`src/rtl/ps2_keymap.sv`:
```
// PS/2 set-2 scan-code decoder producing nand2tetris Hack keyboard codes.
// Optional caps-lock tracking is enabled by defining KBD_CAPSLOCK_EN.
module ps2_keymap (
    input  logic        clk,
    input  logic        rst_n,
    input  logic [7:0]  scan_code,
    input  logic        got_code,
    output logic [15:0] key_code,
    output logic        key_event,
    output logic        caps_active
);

    localparam logic [2:0] ST_IDLE      = 3'd0;
    localparam logic [2:0] ST_EXT       = 3'd1;
    localparam logic [2:0] ST_BREAK     = 3'd2;
    localparam logic [2:0] ST_EXT_BREAK = 3'd3;
    localparam logic [2:0] ST_PAUSE     = 3'd4;

    logic [2:0] state, next_state;
    logic [2:0] pause_cnt, next_pause;
    logic       do_make, do_break, cur_ext;
    logic       lshift, rshift, shift;
    logic       caps_reg;
    logic [7:0] key_reg;
    logic       held_valid;
    logic [8:0] held_key;
    logic [8:0] mapped;
    logic       make_hit, break_hit;
    logic       plain_byte;

    // Returns {valid, value}; valid=0 means the key has no Hack code.
    function automatic logic [8:0] map_code(input logic ext, input logic [7:0] code,
                                            input logic sh, input logic caps);
        logic [8:0] r;
        logic [7:0] lb;
        r  = 9'h000;
        lb = (sh ^ caps) ? 8'h41 : 8'h61;
        if (ext) begin
            case (code)
                8'h6B: r = {1'b1, 8'd130};
                8'h75: r = {1'b1, 8'd131};
                8'h74: r = {1'b1, 8'd132};
                8'h72: r = {1'b1, 8'd133};
                8'h6C: r = {1'b1, 8'd134};
                8'h69: r = {1'b1, 8'd135};
                8'h7D: r = {1'b1, 8'd136};
                8'h7A: r = {1'b1, 8'd137};
                8'h70: r = {1'b1, 8'd138};
                8'h71: r = {1'b1, 8'd139};
                8'h5A: r = {1'b1, 8'd128};
                default: r = 9'h000;
            endcase
        end else begin
            case (code)
                8'h1C: r = {1'b1, lb + 8'd0};
                8'h32: r = {1'b1, lb + 8'd1};
                8'h21: r = {1'b1, lb + 8'd2};
                8'h23: r = {1'b1, lb + 8'd3};
                8'h24: r = {1'b1, lb + 8'd4};
                8'h2B: r = {1'b1, lb + 8'd5};
                8'h34: r = {1'b1, lb + 8'd6};
                8'h33: r = {1'b1, lb + 8'd7};
                8'h43: r = {1'b1, lb + 8'd8};
                8'h3B: r = {1'b1, lb + 8'd9};
                8'h42: r = {1'b1, lb + 8'd10};
                8'h4B: r = {1'b1, lb + 8'd11};
                8'h3A: r = {1'b1, lb + 8'd12};
                8'h31: r = {1'b1, lb + 8'd13};
                8'h44: r = {1'b1, lb + 8'd14};
                8'h4D: r = {1'b1, lb + 8'd15};
                8'h15: r = {1'b1, lb + 8'd16};
                8'h2D: r = {1'b1, lb + 8'd17};
                8'h1B: r = {1'b1, lb + 8'd18};
                8'h2C: r = {1'b1, lb + 8'd19};
                8'h3C: r = {1'b1, lb + 8'd20};
                8'h2A: r = {1'b1, lb + 8'd21};
                8'h1D: r = {1'b1, lb + 8'd22};
                8'h22: r = {1'b1, lb + 8'd23};
                8'h35: r = {1'b1, lb + 8'd24};
                8'h1A: r = {1'b1, lb + 8'd25};
                // Digits and punctuation follow shift only, never caps.
                8'h45: r = {1'b1, sh ? 8'h29 : 8'h30};
                8'h16: r = {1'b1, sh ? 8'h21 : 8'h31};
                8'h1E: r = {1'b1, sh ? 8'h40 : 8'h32};
                8'h26: r = {1'b1, sh ? 8'h23 : 8'h33};
                8'h25: r = {1'b1, sh ? 8'h24 : 8'h34};
                8'h2E: r = {1'b1, sh ? 8'h25 : 8'h35};
                8'h36: r = {1'b1, sh ? 8'h5E : 8'h36};
                8'h3D: r = {1'b1, sh ? 8'h26 : 8'h37};
                8'h3E: r = {1'b1, sh ? 8'h2A : 8'h38};
                8'h46: r = {1'b1, sh ? 8'h28 : 8'h39};
                8'h4E: r = {1'b1, sh ? 8'h5F : 8'h2D};
                8'h55: r = {1'b1, sh ? 8'h2B : 8'h3D};
                8'h41: r = {1'b1, sh ? 8'h3C : 8'h2C};
                8'h49: r = {1'b1, sh ? 8'h3E : 8'h2E};
                8'h4A: r = {1'b1, sh ? 8'h3F : 8'h2F};
                8'h4C: r = {1'b1, sh ? 8'h3A : 8'h3B};
                8'h52: r = {1'b1, sh ? 8'h22 : 8'h27};
                8'h54: r = {1'b1, sh ? 8'h7B : 8'h5B};
                8'h5B: r = {1'b1, sh ? 8'h7D : 8'h5D};
                8'h5D: r = {1'b1, sh ? 8'h7C : 8'h5C};
                8'h0E: r = {1'b1, sh ? 8'h7E : 8'h60};
                8'h29: r = {1'b1, 8'd32};
                8'h5A: r = {1'b1, 8'd128};
                8'h66: r = {1'b1, 8'd129};
                8'h76: r = {1'b1, 8'd140};
                8'h05: r = {1'b1, 8'd141};
                8'h06: r = {1'b1, 8'd142};
                8'h04: r = {1'b1, 8'd143};
                8'h0C: r = {1'b1, 8'd144};
                8'h03: r = {1'b1, 8'd145};
                8'h0B: r = {1'b1, 8'd146};
                8'h83: r = {1'b1, 8'd147};
                8'h0A: r = {1'b1, 8'd148};
                8'h01: r = {1'b1, 8'd149};
                8'h09: r = {1'b1, 8'd150};
                8'h78: r = {1'b1, 8'd151};
                8'h07: r = {1'b1, 8'd152};
                default: r = 9'h000;
            endcase
        end
        return r;
    endfunction

    // Bytes that are protocol chatter rather than key data when no prefix is pending.
    assign plain_byte = !(scan_code == 8'hAA || scan_code == 8'hFA || scan_code == 8'hFE ||
                          scan_code == 8'hEE || scan_code == 8'h00 || scan_code == 8'hFF);

    always_comb begin
        next_state = state;
        next_pause = pause_cnt;
        do_make    = 1'b0;
        do_break   = 1'b0;
        cur_ext    = 1'b0;
        if (got_code) begin
            case (state)
                ST_IDLE: begin
                    if (scan_code == 8'hF0)      next_state = ST_BREAK;
                    else if (scan_code == 8'hE0) next_state = ST_EXT;
                    else if (scan_code == 8'hE1) begin
                        next_state = ST_PAUSE;
                        next_pause = 3'd7;
                    end else if (plain_byte)     do_make = 1'b1;
                end
                ST_EXT: begin
                    if (scan_code == 8'hF0)      next_state = ST_EXT_BREAK;
                    else if (scan_code != 8'hE0) begin
                        do_make    = 1'b1;
                        cur_ext    = 1'b1;
                        next_state = ST_IDLE;
                    end
                end
                ST_BREAK: begin
                    if (scan_code == 8'hE0)      next_state = ST_EXT_BREAK;
                    else if (scan_code != 8'hF0) begin
                        do_break   = 1'b1;
                        next_state = ST_IDLE;
                    end
                end
                ST_EXT_BREAK: begin
                    if (scan_code != 8'hE0 && scan_code != 8'hF0) begin
                        do_break   = 1'b1;
                        cur_ext    = 1'b1;
                        next_state = ST_IDLE;
                    end
                end
                ST_PAUSE: begin
                    next_pause = pause_cnt - 3'd1;
                    if (pause_cnt == 3'd1) next_state = ST_IDLE;
                end
                default: next_state = ST_IDLE;
            endcase
        end
    end

    always_ff @(posedge clk or negedge rst_n) begin
        if (!rst_n) begin
            state     <= ST_IDLE;
            pause_cnt <= 3'd0;
        end else begin
            state     <= next_state;
            pause_cnt <= next_pause;
        end
    end

`ifdef KBD_CAPSLOCK_EN
    logic caps_down;

    // caps_down swallows typematic repeats so only the first make toggles.
    always_ff @(posedge clk or negedge rst_n) begin
        if (!rst_n) begin
            caps_reg  <= 1'b0;
            caps_down <= 1'b0;
        end else if (do_make && !cur_ext && scan_code == 8'h58) begin
            if (!caps_down) caps_reg <= ~caps_reg;
            caps_down <= 1'b1;
        end else if (do_break && !cur_ext && scan_code == 8'h58) begin
            caps_down <= 1'b0;
        end
    end
`else
    assign caps_reg = 1'b0;
`endif

    assign shift     = lshift | rshift;
    assign mapped    = map_code(cur_ext, scan_code, shift, caps_reg);
    assign make_hit  = do_make & mapped[8];
    assign break_hit = do_break & held_valid & (held_key == {cur_ext, scan_code});

    always_ff @(posedge clk or negedge rst_n) begin
        if (!rst_n) begin
            key_reg    <= 8'h00;
            key_event  <= 1'b0;
            held_valid <= 1'b0;
            held_key   <= 9'h000;
            lshift     <= 1'b0;
            rshift     <= 1'b0;
        end else begin
            key_event <= make_hit;
            if (make_hit) begin
                key_reg    <= mapped[7:0];
                held_valid <= 1'b1;
                held_key   <= {cur_ext, scan_code};
            end else if (break_hit) begin
                key_reg    <= 8'h00;
                held_valid <= 1'b0;
                held_key   <= 9'h000;
            end
            if (!cur_ext && scan_code == 8'h12) begin
                if (do_make)       lshift <= 1'b1;
                else if (do_break) lshift <= 1'b0;
            end
            if (!cur_ext && scan_code == 8'h59) begin
                if (do_make)       rshift <= 1'b1;
                else if (do_break) rshift <= 1'b0;
            end
        end
    end

    assign key_code    = {8'h00, key_reg};
    assign caps_active = caps_reg;

endmodule

```
`config.mk`:
```
export PLATFORM = sky130hd
export DESIGN_NAME = ps2_keymap
export DESIGN_NICKNAME = d
export VERILOG_FILES = /design/src/rtl/ps2_keymap.sv
export SDC_FILE = /design/constraint.sdc
export NUM_CORES = 1
export LEC_CHECK = 0
export ABC_AREA = 1
export CAP_MARGIN = 15
export CELL_PAD_IN_SITES_DETAIL_PLACEMENT = 0
export CELL_PAD_IN_SITES_GLOBAL_PLACEMENT = 1
export CORE_UTILIZATION = 40
export CTS_BUF_LIST = sky130_fd_sc_hd__clkbuf_8 sky130_fd_sc_hd__clkbuf_16
export CTS_CLUSTER_SIZE = 20
export DETAILED_ROUTE_END_ITERATION = 10
export DONT_BUFFER_PORTS = 1
export GPL_TIMING_DRIVEN = 1
export PLACE_DENSITY = 0.75
export SLEW_MARGIN = 10
export SYNTH_ARGS = -nofsm -noshare
export SYNTH_HDL_FRONTEND = slang
export SYNTH_SLANG_ARGS = --single-unit
export TNS_END_PERCENT = 1
```
`constraint.sdc`:
```
create_clock -name clk -period 2.1 [get_ports clk]
set_clock_uncertainty 0.1 [all_clocks]
set_input_delay 0.42 -clock clk [delete_from_list [all_inputs] [get_ports clk]]
set_output_delay 0.42 -clock clk [all_outputs]
set_load 0.03 [all_outputs]
```
Yosys cells after proc, flatten, opt, wreduce, memory -nomap -nowiden
Index checks and enable logic that the tools add are counted.
{"block": "totals", "regBits": 27, "in_bits": 11, "output_inout_bits": 18}
{"block": "op_classes", "addsub": 26, "eq_ne": 99, "mux": 62, "n_bitwise": 4, "reduce_logical": 18}
{"op": "case mux 9 bit (63 select lines)", "n": 1}
{"op": "equality test 8 x 7 -> 1 bit (second input constant)", "n": 32}
{"op": "equality test 8 x 6 -> 1 bit (second input constant)", "n": 23}
{"op": "case mux 9 bit (11 select lines)", "n": 1}
{"op": "adder 7 x 5 -> 8 bit (second input constant)", "n": 10}
{"op": "equality test 8 bit (second input constant)", "n": 9}
{"op": "2-to-1 mux 5 bit", "n": 13}
{"op": "adder 7 x 4 -> 8 bit (second input constant)", "n": 8}
{"op": "equality test 8 x 5 -> 1 bit (second input constant)", "n": 8}
{"op": "equality test 8 x 4 -> 1 bit (second input constant)", "n": 5}
{"op": "2-to-1 mux 3 bit", "n": 13}
{"op": "adder 7 x 3 -> 8 bit (second input constant)", "n": 4}
{"op": "equality test 8 x 3 -> 1 bit (second input constant)", "n": 4}
{"op": "2-to-1 mux 9 bit", "n": 3}
{"op": "2-to-1 mux 6 bit", "n": 4}
{"op": "2-to-1 mux 7 bit", "n": 3}
{"op": "2-to-1 mux 1 bit", "n": 17}
{"op": "adder 7 x 2 -> 8 bit (second input constant)", "n": 2}
{"op": "2-to-1 mux 8 bit", "n": 2}
{"op": "inequality test 8 bit (second input constant)", "n": 2}
{"op": "case mux 3 bit (5 select lines)", "n": 1}
{"op": "inequality test 2 bit (second input constant)", "n": 5}
{"op": "equality test 9 bit", "n": 1}
{"op": "adder 7 x 1 -> 8 bit (second input constant)", "n": 1}
{"op": "other kinds (21)", "n": 37}

Longest topological paths before layout
{"block": "logic_depth", "depth_word": 14, "depth_mapped": 16}

Worst setup path before layout
Ideal clock, no wire load.
{"block": "synth_timing", "path_kind": "in2reg", "start": "input port scan_code[4]", "end": "register key_reg[7]", "setup_time_ns": 0.120, "arrival_time_ns": 1.971, "slack_ns": -0.091, "cell_stages": 14, "path_cell_list": "buf_2 > inv_1 > nand2_1 > nor2_2 > buf_2 > nand2_1 > nand2_1 > nor3_2 > nand3_2 > o21ai_4 > nand2_4 > buf_6 > nand2_1 > nand2_1"}
{"block": "synth_between", "elab_chain_len": 14, "elab_cells_between_ends": 114}
{"element": "start, declared", "line_no": "6", "source": "input logic [7:0] scan_code,"}
{"element": "equality test 8 bit", "line_no": "126", "source": "assign plain_byte = !(scan_code == 8'hAA || scan_code == 8'hFA || scan_code == 8'hFE ||"}
{"element": "logical OR 1 bit (3 in a row)", "line_no": "126"}
{"element": "logical OR 1 bit (2 in a row)", "line_no": "127", "source": "scan_code == 8'hEE || scan_code == 8'h00 || scan_code == 8'hFF);"}
{"element": "2-to-1 mux 1 bit", "line_no": "143", "source": "end else if (plain_byte) do_make = 1'b1;"}
{"element": "2-to-1 mux 1 bit", "line_no": "140", "source": "else if (scan_code == 8'hE1) begin"}
{"element": "2-to-1 mux 1 bit", "line_no": "139", "source": "else if (scan_code == 8'hE0) next_state = ST_EXT;"}
{"element": "2-to-1 mux 1 bit", "line_no": "138", "source": "if (scan_code == 8'hF0) next_state = ST_BREAK;"}
{"element": "case mux 1 bit (2 select lines)", "line_no": "136", "source": "case (state)"}
{"element": "2-to-1 mux 1 bit", "line_no": "135", "source": "if (got_code) begin"}
{"element": "AND 1 bit *", "line_no": "207", "source": "assign make_hit = do_make & mapped[8];"}
{"element": "via make_hit", "line_no": "28", "source": "logic make_hit, break_hit;"}
{"element": "2-to-1 mux 8 bit or nonzero test 2 bit (tied branches)"}
{"element": "end signal, assigned", "line_no": "221", "source": "key_reg <= mapped[7:0];"}
{"element": "end, declared", "line_no": "24", "source": "logic [7:0] key_reg;"}
Mark *: on every way through the listed nets, which the timed path passes. The rest lies on a longest branch.
A chain may end at the register's enable or synchronous reset.

Final worst setup path
{"block": "layout_timing", "start": "input port scan_code[6]", "end": "register held_key[8]"}
{"block": "layout_between", "elab_chain_len": 14, "elab_cells_between_ends": 114}
{"element": "equality test 8 bit", "line_no": "126"}
{"element": "logical OR 1 bit (3 in a row)", "line_no": "126"}
{"element": "logical OR 1 bit (2 in a row)", "line_no": "127"}
{"element": "2-to-1 mux 1 bit", "line_no": "143"}
{"element": "2-to-1 mux 1 bit", "line_no": "140"}
{"element": "2-to-1 mux 1 bit", "line_no": "139"}
{"element": "2-to-1 mux 1 bit", "line_no": "138"}
{"element": "case mux 1 bit (2 select lines)", "line_no": "136"}
{"element": "2-to-1 mux 1 bit", "line_no": "135"}
{"element": "AND 1 bit", "line_no": "207"}
{"element": "2-to-1 mux 9 bit or nonzero test 2 bit (tied branches)"}
{"element": "end signal, assigned", "line_no": "223", "source": "held_key <= {cur_ext, scan_code};"}
{"element": "end, declared", "line_no": "26", "source": "logic [8:0] held_key;"}
Parallel ways exist; a longest one is shown, timed or not.

==> run_results.csv <==
group,metric,value,unit
cts,htreeDepth,1,
run_status,status,"finished, final reports clean",
floorplanning,die_y,90.2,um
worst_setup_path,path_cells,"inv_1, nand2_2, nor2_2, buf_4, nand2_2, nand3_4, nor2_4, nand2_2, nor2_2, nand2_2, o21ai_4, clkbuf_16, nand4_1, nand2_1",
final_layout,largest_reg_flops,9,
hold_path,hold_depth,2,
floorplanning,core,7370,um^2
worst_setup_path,cp_num_buf_inv,3,
worst_setup_path,cp_num_cells,14,
place,port_buffers,0,
final_layout,layout-drive-gt1-share,34.2,%
cts,clk_path_buf_depth,2,
timing,min_period,2.02,ns
route,wire_per_inst,16.1,um
power_and_ir_drop,peakVddDrop,0.507,mV
final_layout,layout_common_cells,"nand2_1, buf_4, nor2_1, nand3_1, nand2_2",
worst_setup_path,cp_top_family,"simple AND/OR/NAND/NOR gates",
global_routing,grt_use_total,30.5,%
global_routing,grt_pass1_vias,3886,
cts,cts_sinks,27,
final_layout,final_common_cell,"nand2_1",
hold_path,hp-class,"input pin to flip-flop",
yosys,synth_area,3110,um^2
cts,root_buffer,"clkbuf_8",
floorplanning,die-area,8130,um^2
flow_run,cap_viol_max_count,0,
timing,drv_slew,0,
cts,clock_latency,0.28,ns
floorplanning,die_w,90.2,um
global_routing,grt.overflow.total,0,
floorplanning,fp-row-count,31,
worst_setup_path,critPathMaxFanout,7,
power_and_ir_drop,power.leakage,2.60,nW
final_layout,fillCellCount,748,
route,drt_iter0_drc,312,
place,gp_congestion,0.980,
final_layout,postLayoutCoreUtil,61.5,%
worst_setup_path,path_class,"input pin to flip-flop",
worst_setup_path,cp_data_required_time,2.23,ns
route,ant_nets,0,
power_and_ir_drop,power,0.00215,W
final_layout,stdcell_count,790,
yosys,avgSynthCellArea,5.69,um^2
final_layout,area_delta_synth_final,45.7,%
cts,numCtsBuffers,3,
worst_setup_path,crit_top_cell,"nand2_2",
final_layout,diodes,0,
timing,period_share,96.4,%
timing,rsz0062_at_grt,"true",
worst_setup_path,cp_slowest_cell,"o21ai_4",
worst_setup_path,cp-end-kind,"flip-flop",
route,firstDrtPassIters,5,
yosys,seq_area_frac_synth,21.7,%
worst_setup_path,slowest_delay,0.34,ns
route,drc,0,
global_routing,grt_start_max_net_pins,28,
cts,cts_tree,"done",
route,via_per_inst,5.33,
route,finalWirelength,12700,um
timing,hold_viol_final,0,
global_routing,antenna_found_initial,0,
floorplanning,start_util,42.2,%
yosys,synth-seq-cells,27,
yosys,yosysUniqueCellTypes,39,
route,route.vias.total,4208,
yosys,synth_top_area_share,24.5,%
worst_setup_path,reg2reg_depth,13,
floorplanning,ios,29,
yosys,syn-instance-count,547,
global_routing,grt_pass1_wl,19600,um
yosys,yosysWarnings,0,
yosys,synth_area_leaders,"nand2_1, dfrtp_1, nor2_1",
timing,fmax,0.494,GHz
timing,setup_viol,0,
place,hpwl,10100,um
worst_setup_path,worst_ep_arrival_time,2.15,ns
yosys,yosysTopAreaCell,"nand2_1",
place,dpl.cell_count,773,
final_layout,nNetsFinal,706,
worst_setup_path,cp-start-kind,"input pin",
power_and_ir_drop,power_density,474,nW/um^2
cts,path_clk_slew,0.10,ns
per-layer routing:
metal,track usage (%),part of all wire (%)
met4,5.51,1.3
met5,0,0
met2,48.9,45
met1,42.9,47
met3,5.33,7.1
logic make-up after synthesis:
family,synth area share [%]
mux,0.362
compound gates,10.4
other cells,0.121
simple gates,55.3
xor+xnor,1.13
buf+inv,9.69
flops,21.7
fa+ha+maj,1.21
final cells by class:
type / instances / area (um^2) / area share (%)
Clock buffer: 3 / 41.3 / 0.911
Tap cell: 99 / 124 / 2.73
Sequential cell: 27 / 676 / 14.9
Inverter: 39 / 146 / 3.23
Clock inverter: 1 / 7.51 / 0.166
Timing Repair Buffer: 150 / 1180 / 26.1
Multi-Input combinational cell: 471 / 2360 / 52.0
metrics by stage:
step	setup TNS (ns)	instance area, um^2	hold WS, ns	setup WS, ns
finish	0	4530	0.158	0.0755
global route	-0.165	4530	0.166	-0.0230
CTS	0	4270	0.157	0.0255
detailed placement	-4.70	4200	0.0250	-0.271
global placement	-4.99	4200	0.0249	-0.293
floorplan	-0.0372	3190	0.0244	-0.00486
worst reg2reg max path, stage by stage (launching register included):
cell	delay [ns]
dfrtp_1	0.39
nor2_1	0.12
buf_4	0.14
clkinv_1	0.11
nand3_1	0.18
nand3_1	0.09
nor2_1	0.09
nand2_1	0.09
nor2_1	0.18
nand3_1	0.11
nor2_1	0.12
nor2_1	0.06
nand2_1	0.06
nand2_1	0.05
report_power, final:
group          leakage, nW  internal [W]  switching (W)
Sequential           0.346      0.000696       0.000234
Combinational         2.23      0.000404       0.000499
Clock               0.0217      0.000135       0.000178
path summary, 6_finish.rpt:
kind                                          from                        to  slack (ns)
worst max-delay path                  scan_code[6]   held_key[8]$_DFFE_PN0P_        0.08
worst min-delay path                  scan_code[4]   held_key[4]$_DFFE_PN0P_        0.16
worst max register to register  rshift$_DFFE_PN0P_    key_reg[2]$_DFFE_PN0P_        0.10
worst min register to register  lshift$_DFFE_PN0P_        lshift$_DFFE_PN0P_        0.42
max in group asynchronous                    rst_n   held_key[3]$_DFFE_PN0P_        1.29
min in group asynchronous                    rst_n  pause_cnt[2]$_DFFE_PN0P_        0.46
synth_stat cells (all sizes together):
library cell and count:
o31ai 3, nand2 216, nand3b 2, mux2 1, a31oi 1, nor2 107
o2bb2ai 1, dfrtp 27, nor3 12, a221oi 2, o21ai 25, a211oi 2
ha 3, nor4 1, o211ai 1, xnor2 3, buf 19, conb 1
inv 37, clkinv 2, o22ai 1, xor2 1, nand3 37, nand4 24
o21bai 1, a21oi 15, o2111ai 2
what timing repair did:
| action | in CTS | in global routing |
|---|---|---|
| setup endpoints to repair | 0 | 19 |
| hold buffers | 2 | 0 |
| hold endpoints to repair | 27 | 0 |
| buffers inserted | 0 | 8 |
| gates resized for setup | 0 | 50 |
(Power assumes the default switching activity.)
